### config.mk
export PLATFORM = sky130hd
export DESIGN_NAME = instr_encoder_flat
export DESIGN_NICKNAME = d
export VERILOG_FILES = /design/src/rtl/instr_encoder_if.sv /design/src/rtl/instr_encoder.sv /design/src/flat_wrapper.sv
export SDC_FILE = /design/constraint.sdc
export NUM_CORES = 1
export LEC_CHECK = 0
export ABC_AREA = 1
export CORE_MARGIN = 3
export CORE_UTILIZATION = 30
export DETAILED_ROUTE_END_ITERATION = 10
export SKIP_CTS_REPAIR_TIMING = 1
export SLEW_MARGIN = 5
export SYNTH_ARGS = -nofsm -noshare
export SYNTH_HDL_FRONTEND = slang
export SYNTH_SLANG_ARGS = --single-unit
export TNS_END_PERCENT = 5
### constraint.sdc
create_clock -name clk -period 3 [get_ports clk]
set_clock_uncertainty 0.2 [all_clocks]
set_input_delay 0.9 -clock clk [delete_from_list [all_inputs] [get_ports clk]]
set_output_delay 0.9 -clock clk [all_outputs]
set_load 0.1 [all_outputs]
### src/rtl/instr_encoder_if.sv
// Field-bundle input and encoded-word output channels of the RV32I instruction encoder.
// The master side produces bundles and consumes words; the slave side is the encoder.
interface instr_encoder_if;
    logic               in_valid;
    logic               in_ready;
    logic [6:0]         op;
    logic [4:0]         rd;
    logic [4:0]         rs1;
    logic [4:0]         rs2;
    logic [2:0]         funct3;
    logic [6:0]         funct7;
    logic signed [31:0] imm;
    logic               out_valid;
    logic               out_ready;
    logic [31:0]        inst;
    logic               out_err;
    logic [15:0]        count;

    modport master (
        output in_valid, op, rd, rs1, rs2, funct3, funct7, imm, out_ready,
        input  in_ready, out_valid, inst, out_err, count
    );

    modport slave (
        input  in_valid, op, rd, rs1, rs2, funct3, funct7, imm, out_ready,
        output in_ready, out_valid, inst, out_err, count
    );
endinterface

### src/rtl/instr_encoder.sv
// RV32I instruction encoder: packs field bundles into 32-bit words and queues
// {inst, out_err} in a 2-entry FIFO; out-of-range immediates become a flagged NOP.
module instr_encoder (
    input  logic           clk,
    input  logic           rst,
    instr_encoder_if.slave bus
);
    localparam logic [6:0]  OP_R      = 7'b0110011;
    localparam logic [6:0]  OP_IMM    = 7'b0010011;
    localparam logic [6:0]  OP_LOAD   = 7'b0000011;
    localparam logic [6:0]  OP_JALR   = 7'b1100111;
    localparam logic [6:0]  OP_STORE  = 7'b0100011;
    localparam logic [6:0]  OP_BRANCH = 7'b1100011;
    localparam logic [6:0]  OP_LUI    = 7'b0110111;
    localparam logic [6:0]  OP_AUIPC  = 7'b0010111;
    localparam logic [6:0]  OP_JAL    = 7'b1101111;
    localparam logic [31:0] NOP       = 32'h0000_0013;

    // Returns {err, word}; any rejected bundle collapses to the canonical NOP.
    function automatic logic [32:0] encode(
        input logic [6:0]         op,
        input logic [4:0]         rd,
        input logic [4:0]         rs1,
        input logic [4:0]         rs2,
        input logic [2:0]         f3,
        input logic [6:0]         f7,
        input logic signed [31:0] imm
    );
        logic [31:0] w;
        logic        err;
        logic        i_ok;
        logic        b_ok;
        logic        j_ok;
        w    = NOP;
        err  = 1'b0;
        i_ok = (&imm[31:11]) | ~(|imm[31:11]);
        b_ok = (&imm[31:12]) | ~(|imm[31:12]);
        j_ok = (&imm[31:20]) | ~(|imm[31:20]);
        case (op)
            OP_R: w = {f7, rs2, rs1, f3, rd, op};
            OP_IMM: begin
                if (f3 == 3'b001 || f3 == 3'b101) begin
                    w   = {f7, imm[4:0], rs1, f3, rd, op};
                    err = |imm[31:5];
                end else begin
                    w   = {imm[11:0], rs1, f3, rd, op};
                    err = ~i_ok;
                end
            end
            OP_LOAD: begin
                w   = {imm[11:0], rs1, f3, rd, op};
                err = ~i_ok;
            end
            OP_JALR: begin
                w   = {imm[11:0], rs1, 3'b000, rd, op};
                err = ~i_ok;
            end
            OP_STORE: begin
                w   = {imm[11:5], rs2, rs1, f3, imm[4:0], op};
                err = ~i_ok;
            end
            OP_BRANCH: begin
                w   = {imm[12], imm[10:5], rs2, rs1, f3, imm[4:1], imm[11], op};
                err = ~b_ok | imm[0];
            end
            OP_LUI, OP_AUIPC: begin
                w   = {imm[31:12], rd, op};
                err = |imm[11:0];
            end
            OP_JAL: begin
                w   = {imm[20], imm[10:1], imm[11], imm[19:12], rd, op};
                err = ~j_ok | imm[0];
            end
            default: err = 1'b1;
        endcase
        if (err) w = NOP;
        return {err, w};
    endfunction

    logic [32:0] enc_p0;
    logic        vld_p0;
    logic        pop;

    logic [31:0] mem_inst_p1 [2];
    logic        mem_err_p1  [2];
    logic        wr_ptr;
    logic        rd_ptr;
    logic [1:0]  occ;
    logic        rdy_q;
    logic [15:0] cnt;

    // Stage p0: combinational encode of the offered bundle.
    assign enc_p0 = encode(bus.op, bus.rd, bus.rs1, bus.rs2, bus.funct3, bus.funct7, bus.imm);
    assign vld_p0 = bus.in_valid & bus.in_ready;
    assign pop    = bus.out_valid & bus.out_ready;

    // rdy_q keeps in_ready low throughout reset and until the first edge after it.
    assign bus.in_ready  = rdy_q & (occ != 2'd2);
    assign bus.out_valid = (occ != 2'd0);
    assign bus.inst      = bus.out_valid ? mem_inst_p1[rd_ptr] : 32'h0;
    assign bus.out_err   = bus.out_valid ? mem_err_p1[rd_ptr]  : 1'b0;
    assign bus.count     = cnt;

    always_ff @(posedge clk or posedge rst) begin
        if (rst) begin
            rdy_q  <= 1'b0;
            wr_ptr <= 1'b0;
            rd_ptr <= 1'b0;
            occ    <= 2'd0;
            cnt    <= 16'd0;
        end else begin
            rdy_q <= 1'b1;
            if (vld_p0) begin
                wr_ptr <= ~wr_ptr;
                cnt    <= cnt + 16'd1;
            end
            if (pop) rd_ptr <= ~rd_ptr;
            case ({vld_p0, pop})
                2'b10:   occ <= occ + 2'd1;
                2'b01:   occ <= occ - 2'd1;
                default: occ <= occ;
            endcase
        end
    end

    // Stage p1: FIFO storage; visibility is governed by occ, so no reset is needed.
    always_ff @(posedge clk) begin
        if (vld_p0) begin
            mem_inst_p1[wr_ptr] <= enc_p0[31:0];
            mem_err_p1[wr_ptr]  <= enc_p0[32];
        end
    end
endmodule
### src/flat_wrapper.sv
// flat-port wrapper written by rule: the top's interface ports become plain ports
module instr_encoder_flat 
  (clk, rst, bus_in_valid, bus_op, bus_rd, bus_rs1, bus_rs2, bus_funct3, bus_funct7, bus_imm, bus_out_ready, bus_in_ready, bus_out_valid, bus_inst, bus_out_err, bus_count);
  instr_encoder_if bus_i ();
  input  logic clk;
  input  logic rst;
  input wire logic [$bits(bus_i.in_valid)-1:0] bus_in_valid;
  input wire logic [$bits(bus_i.op)-1:0] bus_op;
  input wire logic [$bits(bus_i.rd)-1:0] bus_rd;
  input wire logic [$bits(bus_i.rs1)-1:0] bus_rs1;
  input wire logic [$bits(bus_i.rs2)-1:0] bus_rs2;
  input wire logic [$bits(bus_i.funct3)-1:0] bus_funct3;
  input wire logic [$bits(bus_i.funct7)-1:0] bus_funct7;
  input wire logic [$bits(bus_i.imm)-1:0] bus_imm;
  input wire logic [$bits(bus_i.out_ready)-1:0] bus_out_ready;
  output wire logic [$bits(bus_i.in_ready)-1:0] bus_in_ready;
  output wire logic [$bits(bus_i.out_valid)-1:0] bus_out_valid;
  output wire logic [$bits(bus_i.inst)-1:0] bus_inst;
  output wire logic [$bits(bus_i.out_err)-1:0] bus_out_err;
  output wire logic [$bits(bus_i.count)-1:0] bus_count;
  assign bus_i.in_valid = bus_in_valid;
  assign bus_i.op = bus_op;
  assign bus_i.rd = bus_rd;
  assign bus_i.rs1 = bus_rs1;
  assign bus_i.rs2 = bus_rs2;
  assign bus_i.funct3 = bus_funct3;
  assign bus_i.funct7 = bus_funct7;
  assign bus_i.imm = bus_imm;
  assign bus_i.out_ready = bus_out_ready;
  assign bus_in_ready = bus_i.in_ready;
  assign bus_out_valid = bus_i.out_valid;
  assign bus_inst = bus_i.inst;
  assign bus_out_err = bus_i.out_err;
  assign bus_count = bus_i.count;
  instr_encoder u_core (.clk(clk), .rst(rst), .bus(bus_i));
endmodule
Word-level counts from Yosys, hierarchy flattened --
Memory sizes are Yosys's and may differ from the RTL's. Cells that the tools add are included. W data, S select, Z words.
Storage, ports and cells: register bits 21, bits in writable memories 66, input port bits 68, logic and storage cells 63, memories 2
Memories:
- u_core.mem_inst_p1 | words 2, bits a word 32, read ports 1, clocked after Yosys merged registers in 0, wr ports 1, RTL line instr_encoder.sv:84 | logic [31:0] mem_inst_p1 [2];
- u_core.mem_err_p1 | words 2, bits a word 1, read ports 1, clocked after Yosys merged registers in 0, wr ports 1, RTL line instr_encoder.sv:85 | logic mem_err_p1 [2];
Operators by class: $add $sub $neg 3, equality and inequality tests 14, muxes and demuxes 10, bitwise logic cells 16, reductions and logical operators 13
Operators by type and width (number):
- $pmux W32 S8 | 1
- $mux W32 | 3
- $reduce_or A27 Y1 | 1
- $reduce_or A12 Y1 | 2
- $eq A7 B6 Y1 const B | 3
- $eq A7 B7 Y1 const B | 3
- $reduce_and A21 Y1 | 1
- $reduce_or A21 Y1 | 1
- $reduce_and A20 Y1 | 1
- $reduce_or A20 Y1 | 1
- $add A16 B1 Y16 const B | 1
- $eq A7 B5 Y1 const B | 2
- $reduce_and A12 Y1 | 1
- $not A1 Y1 | 8
- $eq A7 B2 Y1 const B | 1
- $pmux W1 S6 | 1
- $or A1 B1 Y1 | 5
- $mux W1 | 4
- $pmux W2 S2 | 1
- $reduce_bool A2 Y1 | 2
- $and A1 B1 Y1 | 3
- $eq A3 B1 Y1 const B | 1
- $eq A3 B3 Y1 const B | 1
- $reduce_or A3 Y1 | 1
- 7 further kinds | 7

Longest topological paths before layout --
Gate-level depths: netlist of run 1.
depth in word-level cells 7, mapped depth 13, gate-level depth less buffers 12

Least setup slack after synthesis of run 1 --
No wires, ideal clock.
path type flip-flop to flip-flop, start point register u_core.occ[0], end point memory u_core.mem_err_p1[0], enable pin, arrival 3.202 ns, setup slack -0.826 ns, cell stages (with the launch flop) 5, buffers on the path 0, cell sequence dfrtp_1 > inv_2 > a21oi_2 > nand2_2 > nor2_1
Between the ends: word-level cells in the longest chain between the ends 5
RTL lines:
- from (decl) | RTL line instr_encoder.sv:88 | logic [1:0] occ;
- from (signal assigned) | RTL line instr_encoder.sv:119 | 2'b10: occ <= occ + 2'd1;
- from (signal assigned) | RTL line instr_encoder.sv:120 | 2'b01: occ <= occ - 2'd1;
- $ne A2 B2 Y1 | RTL line instr_encoder.sv:98 | assign bus.in_ready = rdy_q & (occ != 2'd2);
- $and A1 B1 Y1 | RTL line instr_encoder.sv:98
- via bus_in_ready | RTL line flat_wrapper.sv:16 | output wire logic [$bits(bus_i.in_ready)-1:0] bus_in_ready;
- $and A1 B1 Y1 | RTL line instr_encoder.sv:94 | assign vld_p0 = bus.in_valid & bus.in_ready;
- $mux W1 | RTL line instr_encoder.sv:128 | if (vld_p0) begin
- $mux W1 (implied by the code) | RTL line instr_encoder.sv:130 | mem_err_p1[wr_ptr] <= enc_p0[32];
- to (decl) | RTL line instr_encoder.sv:85
The timed path passes the listed nets, and every way through them passes these cells.

Final worst setup path of run 1 --
start point input port bus_op[4], end point memory u_core.mem_inst_p1[0][18], data pin
Between the ends: word-level cells in the longest chain between the ends 4, elaborated cells between the ends (all ways) 14
RTL lines:
- from (decl) | RTL line flat_wrapper.sv:8 | input wire logic [$bits(bus_i.op)-1:0] bus_op;
- $eq A7 B2 Y1, or another cell as far along | RTL line instr_encoder.sv:39 | case (op)
- $reduce_or A3 Y1 (no source line) / $reduce_or A2 Y1 (equally long branches)
- $pmux W1 S6 / $pmux W32 S8 (equally long branches) | RTL line instr_encoder.sv:39
- $mux W32 * | RTL line instr_encoder.sv:76 | if (err) w = NOP;
- via u_core.enc_p0[18] | RTL line instr_encoder.sv:80 | logic [32:0] enc_p0;
- to (decl) | RTL line instr_encoder.sv:84
The timed path passes the listed nets; every way through them passes the cells marked *.

==> summary.md, run 1 <==
| Metric | Value |
|---|---|
| Upper clock frequency limit | `354 MHz` |
| Hpwl dp | `12,400 um` |
| Yosys cell types | `32` |
| Filler cell count | `1,668` |
| Critical path type | `input port to flop` |
| # setup viols final | `0` |
| Pre-Repair DR Iteration Count | `5` |
| Post-synth EDFFs | `66` |
| Fin crit share | `94.2%` |
| Area growth, synth to finish | `48.7%` |
| Top_reg_cell synth | `edfxtp_1` |
| Area after DPL | `0.00776 mm^2` |
| Commonest non-fill, non-tap cells in the layout | `nand2_1 (204), buf_4 (84), nand3_1 (74), clkdlybuf4s50_1 (67), edfxtp_1 (66)` |
| Data arrival time of the critical path | `2.79 ns` |
| Synthesized area | `0.00543 mm^2` |
| Vias in the first global route | `5,031` |
| Initial antenna violation count | `0` |
| Die width | `141 um` |
| Final min period | `2.83 ns` |
| Port Buffer Count | `118` |
| Final Instance Area | `0.00807 mm^2` |
| Drt wl/cell | `14.5 um` |
| Synth async-reset ratio | `24.1%` |
| CP Data Required Time | `2.97 ns` |
| Crit start category | `input port` |
| Ports | `119` |
| Cell taking the most area after synthesis | `edfxtp_1` |
| Clock tree buffer depth | `2` |
| Commonest non-fill, non-tap cell in the layout | `nand2_1` |
| Row cnt | `48` |
| VDD IR max | `0.000907 V` |
| Antenna-violating nets left | `0` |
| Total power | `7.71 mW` |
| DRC Markers | `0` |
| Share of cells above drive strength 1 | `24.6%` |
| RSZ-0062 raised after global routing | `no` |
| CP top delay family | `simple AND/OR/NAND/NOR gates` |
| First-pass GRT wire length | `25,700 um` |
| Clock root buffer | `clkbuf_16` |
| Cells along the critical path | `clkdlybuf4s50_1 > inv_1 > buf_4 > nor2_1 > buf_4 > nand2_1 > nand2_1 > nand2_1 > nand2_1 > inv_1 > nor3_2` |
| Register area share after synthesis | `46.2%` |
| Worst-path fanout max | `9` |
| Critical path endpoint category | `flop` |
| Hold Crit Class | `flop to flop` |
| Core area | `0.0175 mm^2` |
| CTS tree | `built` |
| LEAKAGE | `3.29 nW` |
| Slew Viols, Final | `0` |
| Maxcap violations | `0` |
| Fin Hold WS | `0.285 ns` |
| Die height | `141 um` |
| Final hold vios | `0` |
| H-tree Lvls | `3` |
| Largest net degree at the start of global routing | `36` |
| # nets final | `935` |
| Yosys warns | `0` |
| Via density per instance | `4.77` |
| Initial DRC count | `415` |
| Yosys reg bits | `87` |
| Vias | `5,222` |
| Initial core utilization | `31.1%` |
| Worst-path clk slew | `0.07 ns` |
| Main area contributors after synthesis | `edfxtp_1 (37%), nand2_1 (14%), dfrtp_1 (9.7%)` |
| Crit path buf inv count | `5` |
| PD cells | `955 mW/mm^2` |
| Worst-Skew Late Latency | `0.34 ns` |
| Diodes inserted | `0` |
| Status | `completed` |
| GRT Resource Usage Total | `16.2%` |
| Total die area | `0.0197 mm^2` |
| Critical Path Max Stage Delay | `0.50 ns` |
| CP dominant cell by count | `nand2_1` |
| CTS buffer count | `9` |
| Clock Sinks | `87` |
| GR Overflow Total | `0` |
| Synthesized area per cell | `7.85 um^2` |
| Gpl congestion | `0.910` |
| Post-Synthesis Cells | `691` |
| CP max-delay cell | `clkdlybuf4s50_1` |
| Total wire length | `15,900 um` |
| Yosys top cell area share | `36.5%` |
## routing by layer
layer	vias to the layer above	global-route usage, %	part of all wire [%]
li1	2637	-	-
met4	0	4.69	1.7
met2	181	26.5	47
met5	-	0	0
met3	16	2.36	6.0
met1	2388	22.2	45
## path summary, 6_finish.rpt
| check | start | end | slack (ns) | depth (start not counted) |
|---|---|---|---|---|
| setup / recovery | bus_op[4] | u_core.mem_inst_p1[0][18]$_DFFE_PP_ | 0.17 | 11 |
| hold / removal | u_core.bus.count[15]$_DFFE_PP0P_ | u_core.bus.count[15]$_DFFE_PP0P_ | 0.29 | 1 |
| setup reg to reg | u_core.occ[0]$_DFFE_PP0P_ | u_core.bus.count[14]$_DFFE_PP0P_ | 0.98 | 9 |
| hold reg to reg | u_core.bus.count[15]$_DFFE_PP0P_ | u_core.bus.count[15]$_DFFE_PP0P_ | 0.29 | 1 |
| max in group asynchronous | rst | u_core.bus.count[4]$_DFFE_PP0P_ | 1.69 | 3 |
| min in group asynchronous | rst | u_core.bus.count[15]$_DFFE_PP0P_ | 0.68 | 3 |
## cell type report
| class | instances | area, um^2 | share of cell area (%) |
|---|---|---|---|
| clock inverters | 5 | 43.8 | 0.543 |
| repair buffers | 189 | 2060 | 25.6 |
| flip-flops and latches | 87 | 2510 | 31.1 |
| well taps | 225 | 282 | 3.49 |
| clock buffers | 11 | 264 | 3.27 |
| multi-input cells | 512 | 2660 | 33.0 |
| inverters | 66 | 248 | 3.07 |
## power by group
| group | switching, mW | total [mW] | internal (mW) | leakage (nW) |
|---|---|---|---|---|
| Sequential | 0.106 | 1.59 | 1.48 | 0.877 |
| Combinational | 3.44 | 5.00 | 1.56 | 2.26 |
| Clock | 0.466 | 1.11 | 0.647 | 0.154 |
## worst reg2reg max path, delay by kind of cell (launching register included)
family	cells	cell delay [ns]
AND/OR/NAND/NOR	5	0.80
buffers and inverters	2	0.10
XOR/XNOR	1	0.14
AO/OA/AOI/OAI	1	0.18
flip-flops	1	0.48
## synthesized netlist by cell type, types with 4 or more instances
cell type,count
nand2_1,204
nand3_1,74
nor2_1,67
edfxtp_1,66
inv_1,63
a21oi_1,44
nor3_2,31
dfrtp_1,21
o21ai_0,20
nand4_1,18
clkbuf_1,14
xor2_1,11
buf_2,9
xnor2_1,8
nor3_1,5
a21boi_0,4
nor2_2,4
o211ai_1,4
## stage by stage
stage	util, %	setup slack (ns)	TNS (ns)	cells
after floorplan	-	-0.301	-20.93	695
after global placement	44.4	-0.102	-4.92	1079
after detailed placement	44.4	-0.127	-5.68	1079
after CTS	46.2	0.185	0	1095
after global routing	46.2	0.0554	0	1095
final	46.2	0.174	0	1095
## cells by family after synthesis
kind of cell,after synthesis,synth area share [%]
AO/OA/AOI/OAI,76,7.58
AND/OR/NAND/NOR,409,35.1
buffers and inverters,96,7.33
XOR/XNOR,19,3.07
adder cells (fa/ha/maj),2,0.461
flip-flops,87,46.2
multiplexers,1,0.207
other,1,0.0691
## sequential cells by signal (all words and copies together), names as in the netlist
name,cells
u_core.occ,2
u_core.bus.count,16
u_core.mem_inst_p1,64
u_core.mem_err_p1,2
u_core.wr_ptr,1
u_core.rdy_q,1
u_core.rd_ptr,1
Note: power is estimated with default switching activity, not from simulation.
==> run 2, diff against run 1 <==
--- a/config.mk
+++ b/config.mk
@@ -6,7 +6,6 @@
 export NUM_CORES = 1
 export LEC_CHECK = 0
 export ABC_AREA = 1
-export CORE_MARGIN = 3
 export CORE_UTILIZATION = 30
 export DETAILED_ROUTE_END_ITERATION = 10
 export SKIP_CTS_REPAIR_TIMING = 1
==> summary.md, run 2 (synthesis gave the netlist of run 1 again) <==
| Metric | Value |
|---|---|
| Status | `completed (unchanged)` |
| Vias | `5,326 (was 5,222)` |
| Final core occ | `47.0% (was 46.2%)` |
| Worst Reg-to-Reg Cells | `9 (unchanged)` |
| Antenna-violating nets left | `0 (unchanged)` |
| Via density per instance | `4.81 (was 4.77)` |
| Share of cells above drive strength 1 | `25.6% (was 24.6%)` |
| Row cnt | `48 (unchanged)` |
| Critical path endpoint category | `flop (unchanged)` |
| Cells along the critical path | `clkdlybuf4s50_1 > nand2_1 > nor2_1 > nand2_1 > nor2_1 > nand2_1 > nand3_1 > nand3_2 > buf_4 > nor3_2 (was clkdlybuf4s50_1 > inv_1 > buf_4 > nor2_1 > buf_4 > nand2_1 > nand2_1 > nand2_1 > nand2_1 > inv_1 > nor3_2)` |
| VDD IR max | `0.000997 V (was 0.000907 V)` |
| Total die area | `0.0186 mm^2 (was 0.0197 mm^2)` |
| Worst-path fanout max | `9 (unchanged)` |
| # setup viols final | `0 (unchanged)` |
| Ports | `119 (unchanged)` |
| Port Buffer Count | `118 (unchanged)` |
| First-pass GRT wire length | `25,400 um (was 25,700 um)` |
| CP dominant cell by count | `nand2_1 (unchanged)` |
| CTS buffer count | `9 (unchanged)` |
| CTS tree | `built (unchanged)` |
| # nets final | `947 (was 935)` |
| Maxcap violations | `0 (unchanged)` |
| Reg2reg start | `u_core.occ[0]$_DFFE_PP0P_ (unchanged)` |
| Initial core utilization | `31.1% (unchanged)` |
| Hold Crit Class | `flop to flop (unchanged)` |
| Critical Path Max Stage Delay | `0.57 ns (was 0.50 ns)` |
| Core area | `0.0175 mm^2 (unchanged)` |
| Hold Path End | `u_core.bus.count[15]$_DFFE_PP0P_ (unchanged)` |
| Final hold vios | `0 (unchanged)` |
| Crit start category | `input port (unchanged)` |
| DRC Markers | `0 (unchanged)` |
| Filler cell count | `1,686 (was 1,668)` |
| Crit path buf inv count | `2 (was 5)` |
| Hold Crit Depth | `1 (unchanged)` |
| Largest register FFs | `64 (unchanged)` |
| Final min period | `2.82 ns (was 2.83 ns)` |
| Initial antenna violation count | `0 (unchanged)` |
| Diodes inserted | `0 (unchanged)` |
| Hpwl dp | `12,700 um (was 12,400 um)` |
| LEAKAGE | `3.36 nW (was 3.29 nW)` |
| H-tree Lvls | `3 (unchanged)` |
| CP max-delay cell | `clkdlybuf4s50_1 (unchanged)` |
| Post-route insts no fill | `1,107 (was 1,095)` |
| Total wire length | `16,400 um (was 15,900 um)` |
| Pre-Repair DR Iteration Count | `5 (unchanged)` |
| Drt wl/cell | `14.8 um (was 14.5 um)` |
| Total power | `7.76 mW (was 7.71 mW)` |
| Worst setup path start | `bus_imm[14] (was bus_op[4])` |
| Die height | `137 um (was 141 um)` |
| GR Overflow Total | `0 (unchanged)` |
| Largest Register | `u_core.mem_inst_p1 (unchanged)` |
| Area growth, synth to finish | `51.3% (was 48.7%)` |
| Placed cell count | `1,091 (was 1,079)` |
| Clock root buffer | `clkbuf_16 (unchanged)` |
| CP Data Required Time | `2.97 ns (about the same)` |
| Commonest non-fill, non-tap cells in the layout | `nand2_1 (204), buf_4 (92), nand3_1 (73), clkdlybuf4s50_1 (67), edfxtp_1 (66) (was nand2_1 (204), buf_4 (84), nand3_1 (74), clkdlybuf4s50_1 (67), edfxtp_1 (66))` |
| Worst-Skew Late Latency | `0.34 ns (about the same)` |
| Upper clock frequency limit | `354 MHz (about the same)` |
| Data arrival time of the critical path | `2.80 ns (was 2.79 ns)` |
| Fin crit share | `94.2% (about the same)` |
| Worst-path clk slew | `0.07 ns (about the same)` |
| CP top delay family | `simple AND/OR/NAND/NOR gates (unchanged)` |
| Clock Sinks | `87 (unchanged)` |
| Commonest non-fill, non-tap cell in the layout | `nand2_1 (unchanged)` |
| Clock tree buffer depth | `2 (unchanged)` |
| Critical path type | `input port to flop (unchanged)` |
| FF-to-FF setup slack | `0.96 ns (was 0.98 ns)` |
| Initial DRC count | `303 (was 415)` |
| Vias in the first global route | `4,995 (was 5,031)` |
| Largest net degree at the start of global routing | `36 (unchanged)` |
| Slew Viols, Final | `0 (unchanged)` |
| PD cells | `945 mW/mm^2 (was 955 mW/mm^2)` |
| GRT Resource Usage Total | `18.0% (was 16.2%)` |
| Worst R2R End | `u_core.bus.count[14]$_DFFE_PP0P_ (unchanged)` |
| RSZ-0062 raised after global routing | `no (unchanged)` |
| Gpl congestion | `1.01 (was 0.910)` |
| Hold Startpoint | `u_core.bus.count[15]$_DFFE_PP0P_ (unchanged)` |
| Die width | `137 um (was 141 um)` |
run 2: cell count changes in the layout (fill, tap and decap cells not counted), sizes merged:
cell	change
clkbuf	-2
buf	+12
bufinv	+1
inv	-1
clkinv	+2
run 2: worst max path at each step:
stage | end | slack [ns] | depth (start not counted)
6_report | u_core.mem_inst_p1[1][25]$_DFFE_PP_ | 0.18 | 10
5_1_grt | u_core.mem_inst_p1[1][15]$_DFFE_PP_ | 0.01 | 12
3_5_place_dp | u_core.mem_inst_p1[1][25]$_DFFE_PP_ | -0.16 | 12
3_3_place_gp | u_core.mem_inst_p1[0][25]$_DFFE_PP_ | -0.13 | 9
4_1_cts | u_core.mem_inst_p1[0][23]$_DFFE_PP_ | 0.20 | 12
2_1_floorplan | u_core.mem_err_p1[0]$_DFFE_PP_ | -0.30 | 4
run 2: routing by layer:
layer	routed length [um]	share of wire [%]	track usage (%)
met1	7400	45	23.7
met2	7520	46	29.1
met3	988	6.0	2.93
met4	503	3.1	7.96
met5	0	0	0
run 2: power breakdown:
group / internal, mW / switching (mW)
Combinational: 1.59 / 3.45
Clock: 0.657 / 0.475
Sequential: 1.48 / 0.110
Total: 3.73 / 4.03
run 2: area by class of cell:
cell class	instances	area (um^2)	share of cell area, %
clock buffer	9	225	2.74
clock inverter	7	80.1	0.975
inverter	66	248	3.02
multi-input combinational	512	2670	32.5
sequential	87	2510	30.5
tap	225	282	3.43
timing repair buffer	201	2200	26.8
run 2: per-stage QoR:
stage | hold WS, ns | setup TNS (ns) | instance area (um^2) | worst slack [ns]
detailed placement | 0.267 | -6.81 | 7900 | -0.161
global placement | 0.266 | -6.06 | 7900 | -0.127
floorplan | 0.290 | -20.93 | 5560 | -0.301
finish | 0.273 | 0 | 8210 | 0.175
CTS | 0.283 | 0 | 8210 | 0.195
global route | 0.309 | 0 | 8210 | 0.00972
==> run 3, diff against run 2 <==
--- a/config.mk
+++ b/config.mk
@@ -8,6 +8,7 @@
 export ABC_AREA = 1
 export CORE_UTILIZATION = 30
 export DETAILED_ROUTE_END_ITERATION = 10
+export SETUP_SLACK_MARGIN = 0.3
 export SKIP_CTS_REPAIR_TIMING = 1
 export SLEW_MARGIN = 5
 export SYNTH_ARGS = -nofsm -noshare
==> summary.md, run 3 (synthesis gave the netlist of run 1 again) <==
| Metric | Value |
|---|---|
| Status | `completed (unchanged)` |
| Diodes inserted | `0 (unchanged)` |
| Die height | `137 um (unchanged)` |
| Worst-Skew Late Latency | `0.34 ns (about the same)` |
| Final Worst Setup Slack | `0.317 ns (was 0.175 ns)` |
| Vias | `5,294 (was 5,326)` |
| Row cnt | `48 (unchanged)` |
| H-tree Lvls | `3 (unchanged)` |
| Fin crit share | `89.4% (was 94.2%)` |
| Hold Crit Depth | `1 (unchanged)` |
| Initial antenna violation count | `0 (unchanged)` |
| Pre-Repair DR Iteration Count | `5 (unchanged)` |
| Slew Viols, Final | `0 (unchanged)` |
| Worst setup path start | `u_core.occ[0]$_DFFE_PP0P_ (was bus_imm[14])` |
| Initial core utilization | `31.1% (unchanged)` |
| GR Overflow Total | `0 (unchanged)` |
| LEAKAGE | `3.84 nW (was 3.36 nW)` |
| Clock root buffer | `clkbuf_16 (unchanged)` |
| FF-to-FF setup slack | `0.89 ns (was 0.96 ns)` |
| Clock tree buffer depth | `2 (unchanged)` |
| Clock Sinks | `87 (unchanged)` |
| CP Data Required Time | `1.90 ns (was 2.97 ns)` |
| Routed length on met2 | `8040 um (was 7520 um)` |
| PD cells | `917 mW/mm^2 (was 945 mW/mm^2)` |
| DRC Markers | `0 (unchanged)` |
| Total wire length | `16,800 um (was 16,400 um)` |
| Antenna-violating nets left | `0 (unchanged)` |
| Core area | `0.0175 mm^2 (unchanged)` |
| Largest Register | `u_core.mem_inst_p1 (unchanged)` |
| Met3 Wirelength | `625 um (was 988 um)` |
| Filler cell count | `1,593 (was 1,686)` |
| Largest net degree at the start of global routing | `34 (was 36)` |
| Top layer in use | `met4 (unchanged)` |
| GRT Resource Usage Total | `18.4% (was 18.0%)` |
| Maxcap violations | `0 (unchanged)` |
| Reg2reg start | `u_core.occ[0]$_DFFE_PP0P_ (unchanged)` |
| Final hold vios | `0 (unchanged)` |
| # setup viols final | `0 (unchanged)` |
| Worst R2R End | `u_core.occ[1]$_DFFE_PP0P_ (was u_core.bus.count[14]$_DFFE_PP0P_)` |
| Hpwl dp | `12,600 um (was 12,700 um)` |
| Largest register FFs | `64 (unchanged)` |
| Total die area | `0.0186 mm^2 (unchanged)` |
| Data arrival time of the critical path | `1.58 ns (was 2.80 ns)` |
| Hold Crit Class | `flop to flop (unchanged)` |
| Critical path type | `flop to output pin (was input port to flop)` |
| CTS buffer count | `9 (unchanged)` |
| RSZ-0062 raised after global routing | `yes (was no)` |
| VDD IR max | `0.00115 V (was 0.000997 V)` |
| Via density per instance | `4.69 (was 4.81)` |
| Worst-path clk slew | `0.06 ns (was 0.07 ns)` |
| Pre-CTS setup slack | `-0.272 ns (was -0.161 ns)` |
| Critical Path Sink | `bus_inst[13] (was u_core.mem_inst_p1[1][25]$_DFFE_PP_)` |
| Port Buffer Count | `118 (unchanged)` |
| Final min period | `2.68 ns (was 2.82 ns)` |
| Commonest non-fill, non-tap cells in the layout | `nand2_1 (192), buf_4 (102), nand3_1 (72), edfxtp_1 (66), inv_1 (59) (was nand2_1 (204), buf_4 (92), nand3_1 (73), clkdlybuf4s50_1 (67), edfxtp_1 (66))` |
| Ports | `119 (unchanged)` |
| Worst Reg-to-Reg Cells | `7 (was 9)` |
| Gpl congestion | `0.918 (was 1.01)` |
| Initial DRC count | `368 (was 303)` |
| Area growth, synth to finish | `65.6% (was 51.3%)` |
| CTS tree | `built (unchanged)` |
| Critical path endpoint category | `output pin (was flop)` |
| Commonest non-fill, non-tap cell in the layout | `nand2_1 (unchanged)` |
| Total power | `8.24 mW (was 7.76 mW)` |
| Worst-path fanout max | `14 (was 9)` |
| Metal-1 WL | `7800 um (was 7400 um)` |
| Upper clock frequency limit | `373 MHz (was 354 MHz)` |
| Die width | `137 um (unchanged)` |
| Drt wl/cell | `14.9 um (was 14.8 um)` |
| Vias in the first global route | `5,088 (was 4,995)` |
| Crit start category | `flop (was input port)` |
| Share of cells above drive strength 1 | `31.0% (was 25.6%)` |
| # nets final | `968 (was 947)` |
| First-pass GRT wire length | `26,400 um (was 25,400 um)` |
==> run 3: worst max-delay path: stages, from the launching register on <==
cell and delay, ns:
dfrtp_1 0.48, nor2_4 0.26, buf_12 0.24, a21oi_4 0.06, buf_12 0.17
==> run 3: metal layers <==
| layer | GRT usage, % | up-vias |
|---|---|---|
| met3 | 2.26 | 19 |
| met4 | 6.54 | 0 |
| met1 | 24.8 | 2425 |
| met5 | 0 | - |
| li1 | - | 2714 |
| met2 | 30.3 | 136 |
==> run 3: metrics by stage <==
step                      hold WS (ns)  std cells  instance area (um^2)  util (%)  TNS (ns)
final                            0.286       1128                  8990      51.4         0
after detailed placement         0.274       1100                  8250      47.2    -10.89
after CTS                        0.284       1116                  8560      49.0         0
after global placement           0.272       1100                  8250      47.2     -7.93
after global routing             0.295       1128                  8990      51.4         0
after floorplan                  0.309        695                  5820         -         0
==> run 3: final cells by class <==
cell class | count | area, um^2 | share of cell area [%]
well taps | 225 | 282 | 3.13
clock inverters | 3 | 23.8 | 0.265
multi-input cells | 513 | 3110 | 34.7
clock buffers | 13 | 282 | 3.13
repair buffers | 221 | 2530 | 28.1
inverters | 66 | 251 | 2.80
flip-flops and latches | 87 | 2510 | 27.9
==> run 3: power by group <==
group          internal [mW]  switching, mW
Combinational           1.84           3.70
Sequential              1.48          0.117
Clock                  0.660          0.442
Total                   3.99           4.26
==> run 3: worst min-delay path by stage <==
stage | from | to | slack, ns
2_1_floorplan | u_core.occ[0]$_DFFE_PP0P_ | u_core.occ[0]$_DFFE_PP0P_ | 0.31
3_3_place_gp | u_core.bus.count[15]$_DFFE_PP0P_ | u_core.bus.count[15]$_DFFE_PP0P_ | 0.27
3_5_place_dp | u_core.bus.count[15]$_DFFE_PP0P_ | u_core.bus.count[15]$_DFFE_PP0P_ | 0.27
4_1_cts | u_core.bus.count[15]$_DFFE_PP0P_ | u_core.bus.count[15]$_DFFE_PP0P_ | 0.28
5_1_grt | u_core.bus.count[15]$_DFFE_PP0P_ | u_core.bus.count[15]$_DFFE_PP0P_ | 0.30
6_report | u_core.bus.count[15]$_DFFE_PP0P_ | u_core.bus.count[15]$_DFFE_PP0P_ | 0.29
